**config.mk**
```make
export PLATFORM = sky130hd
export DESIGN_NAME = debug_access_bridge
export DESIGN_NICKNAME = d
export VERILOG_FILES = /design/src/rtl/debug_access_bridge.sv
export SDC_FILE = /design/constraint.sdc
export NUM_CORES = 1
export LEC_CHECK = 0
export BUFFER_PORTS_ARGS = -buffer_cell sky130_fd_sc_hd__buf_2
export CAP_MARGIN = 20
export CORE_MARGIN = 2
export CORE_UTILIZATION = 38
export DETAILED_ROUTE_END_ITERATION = 8
export HOLD_SLACK_MARGIN = 0.05
export PLACE_DENSITY = 0.66
export SETUP_SLACK_MARGIN = 0.4
export SYNTH_ARGS = -nofsm -noshare
export SYNTH_HDL_FRONTEND = slang
export SYNTH_SLANG_ARGS = --single-unit
```
**constraint.sdc**
```tcl
create_clock -name CLK -period 2.2 [get_ports CLK]
set_clock_uncertainty 0.05 [all_clocks]
set_input_delay 0.11 -clock CLK [delete_from_list [all_inputs] [get_ports CLK]]
set_output_delay 0.11 -clock CLK [all_outputs]
set_load 0.005 [all_outputs]
```
**src/rtl/debug_access_bridge.sv**
```systemverilog
// Executes single-shot RF/DMEM/PC debug accesses while the core is halted.
// One transaction per command; mode must return to idle before the next one is accepted.
module debug_access_bridge #(
    parameter int unsigned DMEM_RD_LAT = 1
) (
    input  logic        CLK,
    input  logic        RST,
    input  logic [2:0]  mode,
    input  logic        tx_flag,
    input  logic [31:0] address_bridged,
    input  logic [31:0] data_bridged,
    input  logic        core_halted,
    input  logic [31:0] rf_rdata,
    input  logic [31:0] dm_rdata,
    input  logic [31:0] pc_value,
    output logic [4:0]  rf_addr,
    output logic [31:0] rf_wdata,
    output logic        rf_we,
    output logic [31:0] dm_addr,
    output logic [31:0] dm_wdata,
    output logic        dm_we,
    output logic        dm_re,
    output logic [31:0] data_internal,
    output logic        busy,
    output logic        done,
    output logic        err
);

    localparam logic [2:0] ModeRfWr = 3'd1;
    localparam logic [2:0] ModeDmWr = 3'd2;
    localparam logic [2:0] ModeRfRd = 3'd3;
    localparam logic [2:0] ModeDmRd = 3'd4;
    localparam logic [2:0] ModePcRd = 3'd5;

    typedef enum logic [1:0] {StIdle, StIssue, StWait, StDone} state_e;

    state_e      state_q, state_d;
    logic        armed_q, armed_d;
    logic [2:0]  cmd_mode_q, cmd_mode_d;
    logic [31:0] cmd_addr_q, cmd_addr_d;
    logic [31:0] cmd_data_q, cmd_data_d;
    logic [2:0]  cnt_q, cnt_d;
    logic [31:0] data_q, data_d;
    logic        err_q, err_d;
    logic        rf_we_q, rf_we_d;
    logic        dm_we_q, dm_we_d;
    logic        dm_re_q, dm_re_d;

    logic idle_mode, valid_mode, start;
    logic in_rf_ok, in_aligned, cmd_rf_ok, cmd_aligned;
    logic unused_tx_flag;

    // Upstream write indicator is informational only.
    assign unused_tx_flag = tx_flag;

    assign idle_mode   = (mode == 3'd0) || (mode == 3'd6) || (mode == 3'd7);
    assign valid_mode  = !idle_mode;
    assign start       = (state_q == StIdle) && armed_q && valid_mode && core_halted;
    assign in_rf_ok    = (address_bridged[31:5] == 27'd0);
    assign in_aligned  = (address_bridged[1:0] == 2'd0);
    assign cmd_rf_ok   = (cmd_addr_q[31:5] == 27'd0);
    assign cmd_aligned = (cmd_addr_q[1:0] == 2'd0);

    always_comb begin
        state_d    = state_q;
        armed_d    = armed_q | idle_mode;
        cmd_mode_d = cmd_mode_q;
        cmd_addr_d = cmd_addr_q;
        cmd_data_d = cmd_data_q;
        cnt_d      = cnt_q;
        data_d     = data_q;
        err_d      = err_q;
        rf_we_d    = 1'b0;
        dm_we_d    = 1'b0;
        dm_re_d    = 1'b0;

        unique case (state_q)
            StIdle: begin
                if (start) begin
                    state_d    = StIssue;
                    armed_d    = 1'b0;
                    cmd_mode_d = mode;
                    cmd_addr_d = address_bridged;
                    cmd_data_d = data_bridged;
                    err_d      = 1'b0;
                    // Strobes are registered here so they are high exactly during ISSUE.
                    rf_we_d    = (mode == ModeRfWr) && in_rf_ok && (address_bridged[4:0] != 5'd0);
                    dm_we_d    = (mode == ModeDmWr) && in_aligned;
                    dm_re_d    = (mode == ModeDmRd) && in_aligned;
                end
            end
            StIssue: begin
                state_d = StDone;
                case (cmd_mode_q)
                    ModeRfWr: begin
                        if (!cmd_rf_ok) err_d = 1'b1;
                        else data_d = (cmd_addr_q[4:0] == 5'd0) ? 32'd0 : cmd_data_q;
                    end
                    ModeDmWr: begin
                        if (!cmd_aligned) err_d = 1'b1;
                        else data_d = cmd_data_q;
                    end
                    ModeRfRd: begin
                        if (!cmd_rf_ok) err_d = 1'b1;
                        else data_d = rf_rdata;
                    end
                    ModeDmRd: begin
                        if (!cmd_aligned) begin
                            err_d = 1'b1;
                        end else begin
                            cnt_d   = 3'(DMEM_RD_LAT);
                            state_d = StWait;
                        end
                    end
                    ModePcRd: data_d = pc_value;
                    default: ;
                endcase
            end
            StWait: begin
                cnt_d = cnt_q - 3'd1;
                if (cnt_q == 3'd1) begin
                    data_d  = dm_rdata;
                    state_d = StDone;
                end
            end
            StDone: state_d = StIdle;
        endcase
    end

    always_ff @(posedge CLK) begin
        if (!RST) begin
            state_q    <= StIdle;
            armed_q    <= 1'b0;
            cmd_mode_q <= 3'd0;
            cmd_addr_q <= 32'd0;
            cmd_data_q <= 32'd0;
            cnt_q      <= 3'd0;
            data_q     <= 32'd0;
            err_q      <= 1'b0;
            rf_we_q    <= 1'b0;
            dm_we_q    <= 1'b0;
            dm_re_q    <= 1'b0;
        end else begin
            state_q    <= state_d;
            armed_q    <= armed_d;
            cmd_mode_q <= cmd_mode_d;
            cmd_addr_q <= cmd_addr_d;
            cmd_data_q <= cmd_data_d;
            cnt_q      <= cnt_d;
            data_q     <= data_d;
            err_q      <= err_d;
            rf_we_q    <= rf_we_d;
            dm_we_q    <= dm_we_d;
            dm_re_q    <= dm_re_d;
        end
    end

    assign rf_addr       = cmd_addr_q[4:0];
    assign rf_wdata      = cmd_data_q;
    assign dm_addr       = cmd_addr_q;
    assign dm_wdata      = cmd_data_q;
    assign rf_we         = rf_we_q;
    assign dm_we         = dm_we_q;
    assign dm_re         = dm_re_q;
    assign data_internal = data_q;
    assign err           = err_q;
    assign busy          = (state_q != StIdle);
    assign done          = (state_q == StDone);

endmodule
```
After elaboration in Yosys (flattened, before gate mapping)
Index checks and enable logic that the tools add are counted.

word-level totals
  flip-flop bits (word level) = 109
  bits of input ports = 167
  output and inout port bits = 139
  word-level logic and storage cells = 89

operators by class
  $add $sub $neg = 1
  equality and inequality tests = 25
  mux-type cells = 22
  bitwise gates (word level) = 1
  reduce and logical (&&, ||, !) cells = 29

operators by type and width
  kind                                                                      count
  32-bit two-way mux                                                        5
  32-bit case mux with 4 select lines                                       1
  32-bit case mux with 2 select lines                                       1
  27-bit zero test                                                          2
  3-bit inequality test (second input constant)                             6
  3-bit equality test (second input constant)                               5
  3-bit by 1-bit equality test with 1-bit output (second input constant)    3
  3-bit by 2-bit equality test with 1-bit output (second input constant)    3
  2-bit inequality test (second input constant)                             4
  2-bit case mux with 4 select lines                                        1
  1-bit logical AND                                                         7
  1-bit two-way mux                                                         7
  2-bit zero test                                                           3
  3-bit two-way mux                                                         2
  3-bit case mux with 2 select lines                                        1
  3-bit AND reduction                                                       2
  6-bit AND reduction                                                       1
  2-bit nonzero test                                                        3
  5-bit zero test                                                           1
  5-bit by 1-bit inequality test with 1-bit output (second input constant)  1
  5-bit AND reduction                                                       1
  5-bit nonzero test                                                        1
  2-bit equality test (second input constant)                               2
  2-bit two-way mux                                                         2
  9 further kinds                                                           13

Longest topological paths before layout
Gate-level depths: netlist (run 1).

  word-level depth = 8
  gate-level depth with buffers = 9
  gate-level depth less buffers = 7

Worst setup path after synthesis (run 1)
No wires, ideal clock.

  path type = reg2reg
  start point = register state_q[0]
  end point = register cmd_data_q[28], in the netlist dm_wdata[28]
  library setup time = 0.132 ns
  arrival = 1.619 ns
  required time = 2.018 ns
  slack = 0.398 ns
  cell stages (with the launch flop) = 10
  buffers on the path = 3
  clock period less this slack = 1.802 ns
  path through = dfxtp_1 > inv_1 > ha_1 > nand3_2 > a211o_1 > buf_6 > buf_4 > buf_4 > nand2_1 > a21oi_1

on the way
  cells in the longest elaborated chain, start to end = 5

RTL lines
  what                             line    RTL
  start: declaration               37      state_e state_q, state_d;
  start signal: assignment         132     state_q <= StIdle;
  start signal: assignment         144     state_q <= state_d;
  2-bit zero test *                58, 77
  1-bit logical AND (3 in series)  58      assign start = (state_q == StIdle) && armed_q && valid_mode && core_halted;
  2-bit AND reduction (no line) *  --
  end signal: assignment           148     cmd_data_q <= cmd_data_d;
  end: declaration                 41      logic [31:0] cmd_data_q, cmd_data_d;

Mark *: on every way between the ends. The rest lies on a longest branch, timed or not.
A chain may end at the register's enable or synchronous reset.

Final worst setup path (run 1)
  start point = register cmd_addr_q[13], in the netlist dm_addr[13]
  end point = register data_q[22], in the netlist data_internal[22]

on the way
  cells in the longest elaborated chain, start to end = 3
  elaborated cells between the ends (all ways) = 4
  those cells by class = eq/ne: 2; reduce/logical: 2

RTL lines
  what                             line  RTL
  start: declaration               40    logic [31:0] cmd_addr_q, cmd_addr_d;
  start signal: assignment         147   cmd_addr_q <= cmd_addr_d;
  27-bit zero test *               61    assign cmd_rf_ok = (cmd_addr_q[31:5] == 27'd0);
  3-bit inequality test (no line)  --
  6-bit AND reduction (no line) *  --
  end signal: assignment           150   data_q <= data_d;
  end: declaration                 43    logic [31:0] data_q, data_d;

Marks and branches as above.

==> Implementation_results.wiki, run 1 <==
{| class="wikitable"
! Metric !! Value
|-
| RSZ-0062 raised after global routing || true
|-
| Wire length of the first global-routing pass || roughly 31 mm
|-
| Diodes inserted || 0
|-
| Ys Warns || 0
|-
| Area taken by flip-flops and latches || 0.00220 mm2
|-
| Slew margin rel. || just under 70%
|-
| Final setup TNS || 0 ps
|-
| Routed length per instance || roughly 17 um
|-
| Fill cell total of the finished layout || around 1400
|-
| Proportion of netlist area held by the largest area contributor || about 36%
|-
| Number of buffers inserted by port buffering || 304
|-
| Final Hold Fails || 0
|-
| Register bit total from synthesis || 109
|-
| Initial Utilization || between 30 and 40%
|-
| Vertical die dimension || approximately 130 um
|-
| Total vias in the final route || around 6500
|-
| Simple-gate share of the synthesized area || 17.3%
|-
| Number of synthesized flops with an enable pin || 0
|-
| Period utilization || around four fifths
|-
| Max Cap Viol || 0
|-
| Combined area of the multi-input logic cells || approximately 0.0034 mm2
|-
| Kind of capture point of the worst setup path || register
|-
| Area of the die || approximately 0.017 mm2
|-
| Worst-case vdd ir drop || around 0.46 mV
|-
| Initial antenna violation count || 0
|-
| CP required || between 2000 and 2500 ps
|-
| Ranking of synthesized cells by instance count || 198 x nand2_1, 109 x dfxtp_1, 53 x a21oi_1, 45 x buf_4, 35 x o21ai_0
|-
| Dominant combinational cell family by area after synthesis || compound AO/OA/AOI/OAI gates
|-
| Type of the worst setup path || register to register
|-
| Number of cells produced by synthesis || between 700 and 800
|-
| GRT overflow || 0
|-
| Clock Sink Count || ~110
|-
| Status || finished, final reports clean
|-
| Complex-gate fraction of the synthesized area || 28.3%
|-
| Slew @ Worst Pin || around 460 ps
|-
| Boundary Pins || between 300 and 400
|-
| WL final || ~22 mm
|-
| Remaining DRCs || 0
|-
| Leak Pwr || 4.02 nW
|-
| Ratio of total power to cell area || 727 mW/mm2
|-
| Share of synthesized area spent on multiplexers || about 5.4%
|-
| Number of clock buffers inserted by TritonCTS || 9
|-
| Detailed-route vias per instance || between 5 and 6
|-
| Master of the slowest instance on the critical path || dfxtp_2
|-
| Adder and majority gate portion of the synthesized area || under 10%
|-
| Layout overhead on the synthesized area || 44.3%
|-
| Finished Core Util || a little under three fifths
|-
| Nets in the synthesized netlist || between 800 and 900
|-
| Overall routing resource usage || roughly a quarter
|-
| Mean Syn Cell Area || approximately 8.4 um2
|-
| Most common cell in the netlist || nand2_1
|-
| Share of async-settable or async-resettable flops after synthesis || 0%
|-
| Largest fanout of any net on the critical path || 8
|-
| Worst-case clock buffer depth || 2
|-
| Clock edge transition at the registers on the reported setup and hold paths || about 70 ps
|-
| Layout cell share with drive strength beyond 1 || between 40 and 50%
|-
| FMAX || between 500 and 600 MHz
|-
| Arrival time reported for the critical path endpoint || just under 2000 ps
|-
| Number of distinct library cells after synthesis || 45
|-
| Detail Placement HPWL || 14.3 mm
|-
| Period minus WS final || between 1500 and 2000 ps
|-
| Die extent in x || between 100 and 150 um
|-
| Sequential share of the synthesized area || ~36%
|-
| Final Total Pwr || around 6.4 mW
|-
| Largest net degree at the start of global routing || just under 60
|-
| Number of optimization iterations in the first detailed-route pass || 5
|-
| Nature of the critical path startpoint || register
|-
| Clock tree from TritonCTS || built
|-
| Placement row count || 46
|-
| Parity-gate share of the synthesized area counting xor and xnor cells || 0.289%
|-
| Root buffer selected by CTS || clkbuf_16
|-
| Area contributors post-synth || dfxtp_1 36%, nand2_1 12%, a221oi_2 7.4%
|-
| Number of buffer and inverter instances along the worst setup path || 1
|-
| Cell Area, Synth || 0.00606 mm2
|-
| Delay-heaviest family, CP || simple AND/OR/NAND/NOR gates
|-
| Final net count || approximately 1200
|-
| Starting DRC count in detailed routing || 370
|-
| Area leader, netlist || dfxtp_1
|-
| Via count of the first global-routing pass || 5947
|-
| Hold Path Class || input port to register
|-
| Post-synth top flop || dfxtp_1
|-
| Max-slew violation count || 0
|-
| # H-tree levels || 3
|-
| Ordered cell list for the critical path || nor4_2 -> nand4_1 -> nor2_2 -> o221ai_4 -> clkbuf_16 -> mux2i_1
|-
| Antenna Violating Nets Remaining || 0
|-
| Final setup violation count || 0
|-
| Routability congestion estimate || 0.801
|-
| Standard cell core area || 0.0157 mm2
|-
| Clock latency on the worst-skew pair || roughly 350 ps
|-
| Delay of the slowest cell on the worst path || 330 ps
|}
## routing by layer
metal | share of wire (%) | GRT usage, % | vias up | routed length [um]
met4 | 1.7 | 7.95 | 0 | 375
met3 | 6.1 | 4.26 | 28 | 1320
met1 | 42 | 29.2 | 3066 | 9150
li1 | - | - | 3158 | -
met2 | 50 | 42.6 | 235 | 10700
met5 | 0 | 0 | - | 0
## kinds of logic after synthesis
group	Yosys count
buf+inv	106
mux	33
simple gates	249
xor+xnor	2
compound gates	217
flops	109
fa+ha+maj	7
## layout by cell type (no fill, tap or decap), types with 3 or more instances in the layout
cell type,Yosys,routed
a21boi_0,18,17
a21o_1,33,33
a21oi_1,53,53
a221oi_1,3,3
a221oi_2,30,30
a22o_1,32,32
buf_12,3,5
buf_2,24,304
buf_4,45,23
buf_6,5,3
clkbuf_16,0,10
dfxtp_1,109,100
dfxtp_2,0,8
dlygate4sd3_1,0,68
ha_1,7,4
inv_1,7,4
inv_2,2,4
mux2i_1,33,32
nand2_1,198,198
nand4_1,3,3
nor2_1,11,10
nor2b_1,6,4
nor3_1,6,6
nor3b_1,4,4
nor4_1,12,7
nor4_4,0,3
o21ai_0,35,34
## sequential cells by signal, summed over array words and instances (netlist names)
name / cells
cnt_q: 3
err: 1
rf_we: 1
dm_addr: 32
data_internal: 32
state_q: 2
armed_q: 1
cmd_mode_q: 3
dm_we: 1
dm_wdata: 32
dm_re: 1
## final timing paths
kind	start	end	slack, ps	cells after the start
hold / removal	core_halted	armed_q$_SDFF_PN0_	90	4
hold reg to reg	data_internal[0]$_SDFFE_PN0P_	data_internal[0]$_SDFFE_PN0P_	410	2
setup / recovery	dm_addr[13]$_SDFFE_PN0P_	data_internal[22]$_SDFFE_PN0P_	420	6
setup reg to reg	dm_addr[13]$_SDFFE_PN0P_	data_internal[22]$_SDFFE_PN0P_	420	6
## timing repair
item	CTS	global route
pin swaps	4	5
resized for setup	18	25
endpoints found under the hold margin	69	0
hold buffers	68	0
setup buffers	3	5
cloned	2	1
setup endpoints to repair	108	87
## final cells by class
type	instances	area share, %
Sequential cell	109	25.1
Inverter	9	0.415
Clock buffer	11	2.89
Multi-Input combinational cell	509	38.4
Tap cell	216	3.09
Timing Repair Buffer	406	29.4
Clock inverter	5	0.743
## per-stage QoR
step	std cells	cell area, um2	hold slack, ps	worst slack, ps
2_1_floorplan	723	6070	196	410
3_3_place_gp	1170	7480	300	243
3_5_place_dp	1170	7480	307	184
4_1_cts	1259	8600	76.3	404
5_1_grt	1265	8750	117	318
6_report	1265	8750	90.7	418
## worst min-delay path, delay by kind of cell
| family | cells | cell delay (ps) |
|---|---|---|
| AND/OR/NAND/NOR | 2 | 160 |
| buffers and inverters | 1 | 120 |
| AO/OA/AOI/OAI | 1 | 70 |
## where the power goes
part           total [mW]  switching [mW]  internal [mW]
clock                1.74           0.786          0.959
combinational        2.39            1.21           1.17
sequential           2.23           0.126           2.10
Note: power is estimated with default switching activity, not from simulation.
==> run 2, diff against run 1 <==
- ABC_AREA: not set -> 1
- PLACE_DENSITY: 0.66 -> 0.67
- clock period: 2.2 -> 1.5 ns (I/O delays scaled with it)
==> Implementation_results.wiki, run 2 <==
{| class="wikitable"
! Metric !! Value
|-
| Worst slack at placement || -164 ps (-348 ps)
|-
| Period minus WS final || 1700 ps (-78.4 ps)
|-
| Sequential share of the synthesized area || 33.8% (-2.2 points)
|-
| Share of async-settable or async-resettable flops after synthesis || 0% (unchanged)
|-
| Largest net degree at the start of global routing || 32 (-46%)
|-
| Ordered cell list for the critical path || inv_4 -> ha_4 -> o21ai_2 -> nand2_1 -> a21oi_2 -> nand2_4 -> buf_12 -> nor2_1 -> nor2_1
|-
| Standard cell core area || 0.0166 mm2 (+5.5%)
|-
| Antenna Violating Nets Remaining || 0 (unchanged)
|-
| Area leader, netlist || dfxtp_1
|-
| Delay-heaviest family, CP || simple AND/OR/NAND/NOR gates
|-
| Starting DRC count in detailed routing || 466 (+26%)
|-
| Proportion of netlist area held by the largest area contributor || 33.8% (-2.2 points)
|-
| Mean Syn Cell Area || 5.93 um2 (-29%)
|-
| Reg2Reg Depth || 9 (+3)
|-
| Worst-case vdd ir drop || 0.810 mV (+78%)
|-
| Highest-count cells in the layout ignoring fill and taps || 324 x nand2_1, 302 x buf_2, 142 x nor2_1, 113 x inv_1, 100 x dlygate4sd3_1
|-
| Final setup violation count || 103 (+103)
|-
| # H-tree levels || 3 (unchanged)
|-
| Cell Area, Synth || 0.00645 mm2 (+6.4%)
|-
| Clock tree from TritonCTS || built
|-
| Root buffer selected by CTS || clkbuf_16
|-
| Delay of the slowest cell on the worst path || 390 ps (+60 ps)
|-
| Master of the slowest instance on the critical path || dfxtp_4
|-
| Routed length per instance || 15.7 um (-7.8%)
|-
| Vertical die dimension || 134 um (+3.1%)
|-
| Leak Pwr || 5.97 nW (+49%)
|-
| Max-slew violation count || 0 (unchanged)
|-
| Fill cell total of the finished layout || 1423 (-1.8%)
|-
| Via count of the first global-routing pass || 7481 (+26%)
|-
| Placement row count || 47 (+2.2%)
|-
| Clock Sink Count || 109 (unchanged)
|-
| Die extent in x || 134 um (+3.1%)
|-
| Internal power component || 8.43 mW (+99%)
|-
| Slew @ Worst Pin || 966 ps (+502 ps)
|-
| Diodes inserted || 0 (unchanged)
|-
| Smallest hold slack || 111 ps (+20.0 ps)
|-
| Most common cell after layout, fill and taps aside || nand2_1
|-
| Initial Utilization || 38.9% (+0.33 points)
|-
| Overall routing resource usage || 26.0% (+2.1 points)
|-
| CP required || 1710 ps (-680 ps)
|-
| Clock share of power || 18.2% (-9.2 points)
|-
| Nature of the critical path startpoint || register
|-
| Ys Warns || 0 (unchanged)
|-
| Combinational share of power || 54.0% (+17 points)
|-
| Clock latency on the worst-skew pair || 370 ps (+20 ps)
|-
| Wire length of the first global-routing pass || 37.3 mm (+19%)
|-
| Area of the die || 0.0180 mm2 (+6.2%)
|-
| Detailed-route vias per instance || 4.86 (-5.2%)
|-
| GRT overflow || 0 (unchanged)
|-
| Max Cap Viol || 0 (unchanged)
|-
| Nets in the synthesized netlist || 1263 (+41%)
|-
| Critical Path Stages || 9 (+3)
|-
| Status || finished with violations
|-
| Register bit total from synthesis || 109 (unchanged)
|-
| Worst path setup slack after routing || -204 ps (-622 ps)
|-
| Hold Path Depth || 4 (unchanged)
|-
| Switching portion of total power || 41.1% (+7.7 points)
|-
| Post-synth top flop || dfxtp_1
|-
| Number of optimization iterations in the first detailed-route pass || 5 (unchanged)
|-
| Number of buffers inserted by port buffering || 304 (unchanged)
|-
| Final Hold Fails || 0 (unchanged)
|-
| Remaining DRCs || 0 (unchanged)
|-
| Most common cell in the netlist || nand2_1
|-
| Most prevalent standard cell on the critical path || nor2_1
|-
| Number of synthesized flops with an enable pin || 0 (unchanged)
|-
| RSZ-0062 raised after global routing || true
|-
| Kind of capture point of the worst setup path || register
|-
| Largest fanout of any net on the critical path || 25 (+17)
|-
| Area contributors post-synth || dfxtp_1 34%, nand2_1 22%, nor2_1 9.1%
|-
| Ranking of synthesized cells by instance count || 373 x nand2_1, 156 x nor2_1, 123 x inv_1, 109 x dfxtp_1, 73 x nand3_1
|-
| Number of cells produced by synthesis || 1089 (+51%)
|-
| Layout cell share with drive strength beyond 1 || 39.1% (-1.2 points)
|-
| Total vias in the final route || 8449 (+30%)
|-
| FMAX || 587 MHz (+4.6%)
|-
| Initial antenna violation count || 0 (unchanged)
|-
| Register share of total power || 27.7% (-7.3 points)
|-
| Final net count || 1687 (+39%)
|-
| Number of distinct library cells after synthesis || 26 (-42%)
|-
| Ratio of total power to cell area || 1290 mW/mm2 (+78%)
|-
| Detail Placement HPWL || 16.2 mm (+13%)
|-
| WL final || 27.3 mm (+27%)
|-
| Net switching power figure || 5.88 mW (+180%)
|-
| Boundary Pins || 306 (unchanged)
|-
| Failing checks || setup timing
|-
| Layout overhead on the synthesized area || 71.4%
|-
| Arrival time reported for the critical path endpoint || 1910 ps (-70 ps)
|-
| Worst-case clock buffer depth || 2 (unchanged)
|-
| Period utilization || 114% (+33 points)
|-
| Clock edge transition at the registers on the reported setup and hold paths || 80 ps (about the same)
|-
| Hold Path Class || input port to register
|-
| Number of clock buffers inserted by TritonCTS || 9 (unchanged)
|-
| Slew margin rel. || 35.6% (-33 points)
|-
| Type of the worst setup path || register to register
|-
| Routability congestion estimate || 0.857 (+7.0%)
|-
| Number of buffer and inverter instances along the worst setup path || 2 (+1)
|}
-- run 2: changes by cell type in the layout (fill, tap and decap cells not counted), moves of 33 or more --
cell / before / now
nor2_1: 10 / 142
buf_4: 23 / 56
inv_1: 4 / 113
a21oi_2: 0 / 40
a21o_1: 33 / 0
nand3_1: 2 / 70
nand2_1: 198 / 324
-- run 2: repair_timing --
action,CTS,global route
setup buffers,4,8
setup endpoints to repair,113,122
pin swaps,3,28
endpoints found under the hold margin,101,0
gates cloned,7,13
resized for setup,53,207
hold buffers,100,0
-- run 2: logic make-up after synthesis --
family	after synthesis	share of synthesized area (%)
XOR/XNOR	1	0.136
AO/OA/AOI/OAI	122	9.56
AND/OR/NAND/NOR	624	38.8
adder cells (fa/ha/maj)	7	1.36
flip-flops	109	33.8
buffers and inverters	226	16.3
-- run 2: area by class of cell --
type / instances / area [um2] / share of cell area, %
Clock buffer: 10 / 239 / 2.16
Clock inverter: 6 / 76.3 / 0.690
Tap cell: 220 / 275 / 2.49
Inverter: 128 / 514 / 4.65
Multi-Input combinational cell: 757 / 3910 / 35.4
Timing Repair Buffer: 508 / 3840 / 34.7
Sequential cell: 109 / 2210 / 20.0
-- run 2: path summary, 6_finish.rpt --
path                                               from                        endpoint  slack [ps]
worst max-delay path            state_q[0]$_SDFFE_PN0P_  data_internal[15]$_SDFFE_PN0P_        -200
worst min-delay path                            mode[1]                dm_we$_SDFF_PN0_         110
worst max register to register  state_q[0]$_SDFFE_PN0P_  data_internal[15]$_SDFFE_PN0P_        -200
worst min register to register         err$_SDFFE_PN0P_                err$_SDFFE_PN0P_         410
-- run 2: routing by layer --
layer  vias to the layer above  GRT usage, %  share of wire, %
met1                      3833          31.6                41
met4                         0          7.19               2.6
met2                       389          46.4                49
li1                       4166             -                 -
met3                        61          5.44               7.5
met5                         -             0                 0
-- run 2: power by group through the flow --
stage	combinational, mW	sequential [mW]	clock, mW
global route	8.47	4.03	2.78
floorplan	3.48	3.98	0
CTS	6.31	3.93	2.64
finish	7.73	3.97	2.61
detailed placement	5.58	3.96	0
global placement	5.48	3.95	0
-- run 2: worst min-delay path, delay by kind of cell --
kind | cells | cell delay, ps
buffers and inverters | 2 | 270
and+or+nand+nor | 2 | 140
-- run 2: stage by stage --
| stage | total power, mW | cells | setup TNS [ps] | instance area, um2 | util (%) |
|---|---|---|---|---|---|
| 2_1_floorplan | 7.46 | 1089 | 0 | 6560 | - |
| 3_3_place_gp | 9.43 | 1590 | -2780 | 8430 | 50.8 |
| 3_5_place_dp | 9.55 | 1590 | -4310 | 8430 | 50.8 |
| 4_1_cts | 12.9 | 1717 | -3670 | 10100 | 60.6 |
| 5_1_grt | 15.3 | 1738 | -19470 | 11100 | 66.7 |
| 6_report | 14.3 | 1738 | -12020 | 11100 | 66.7 |
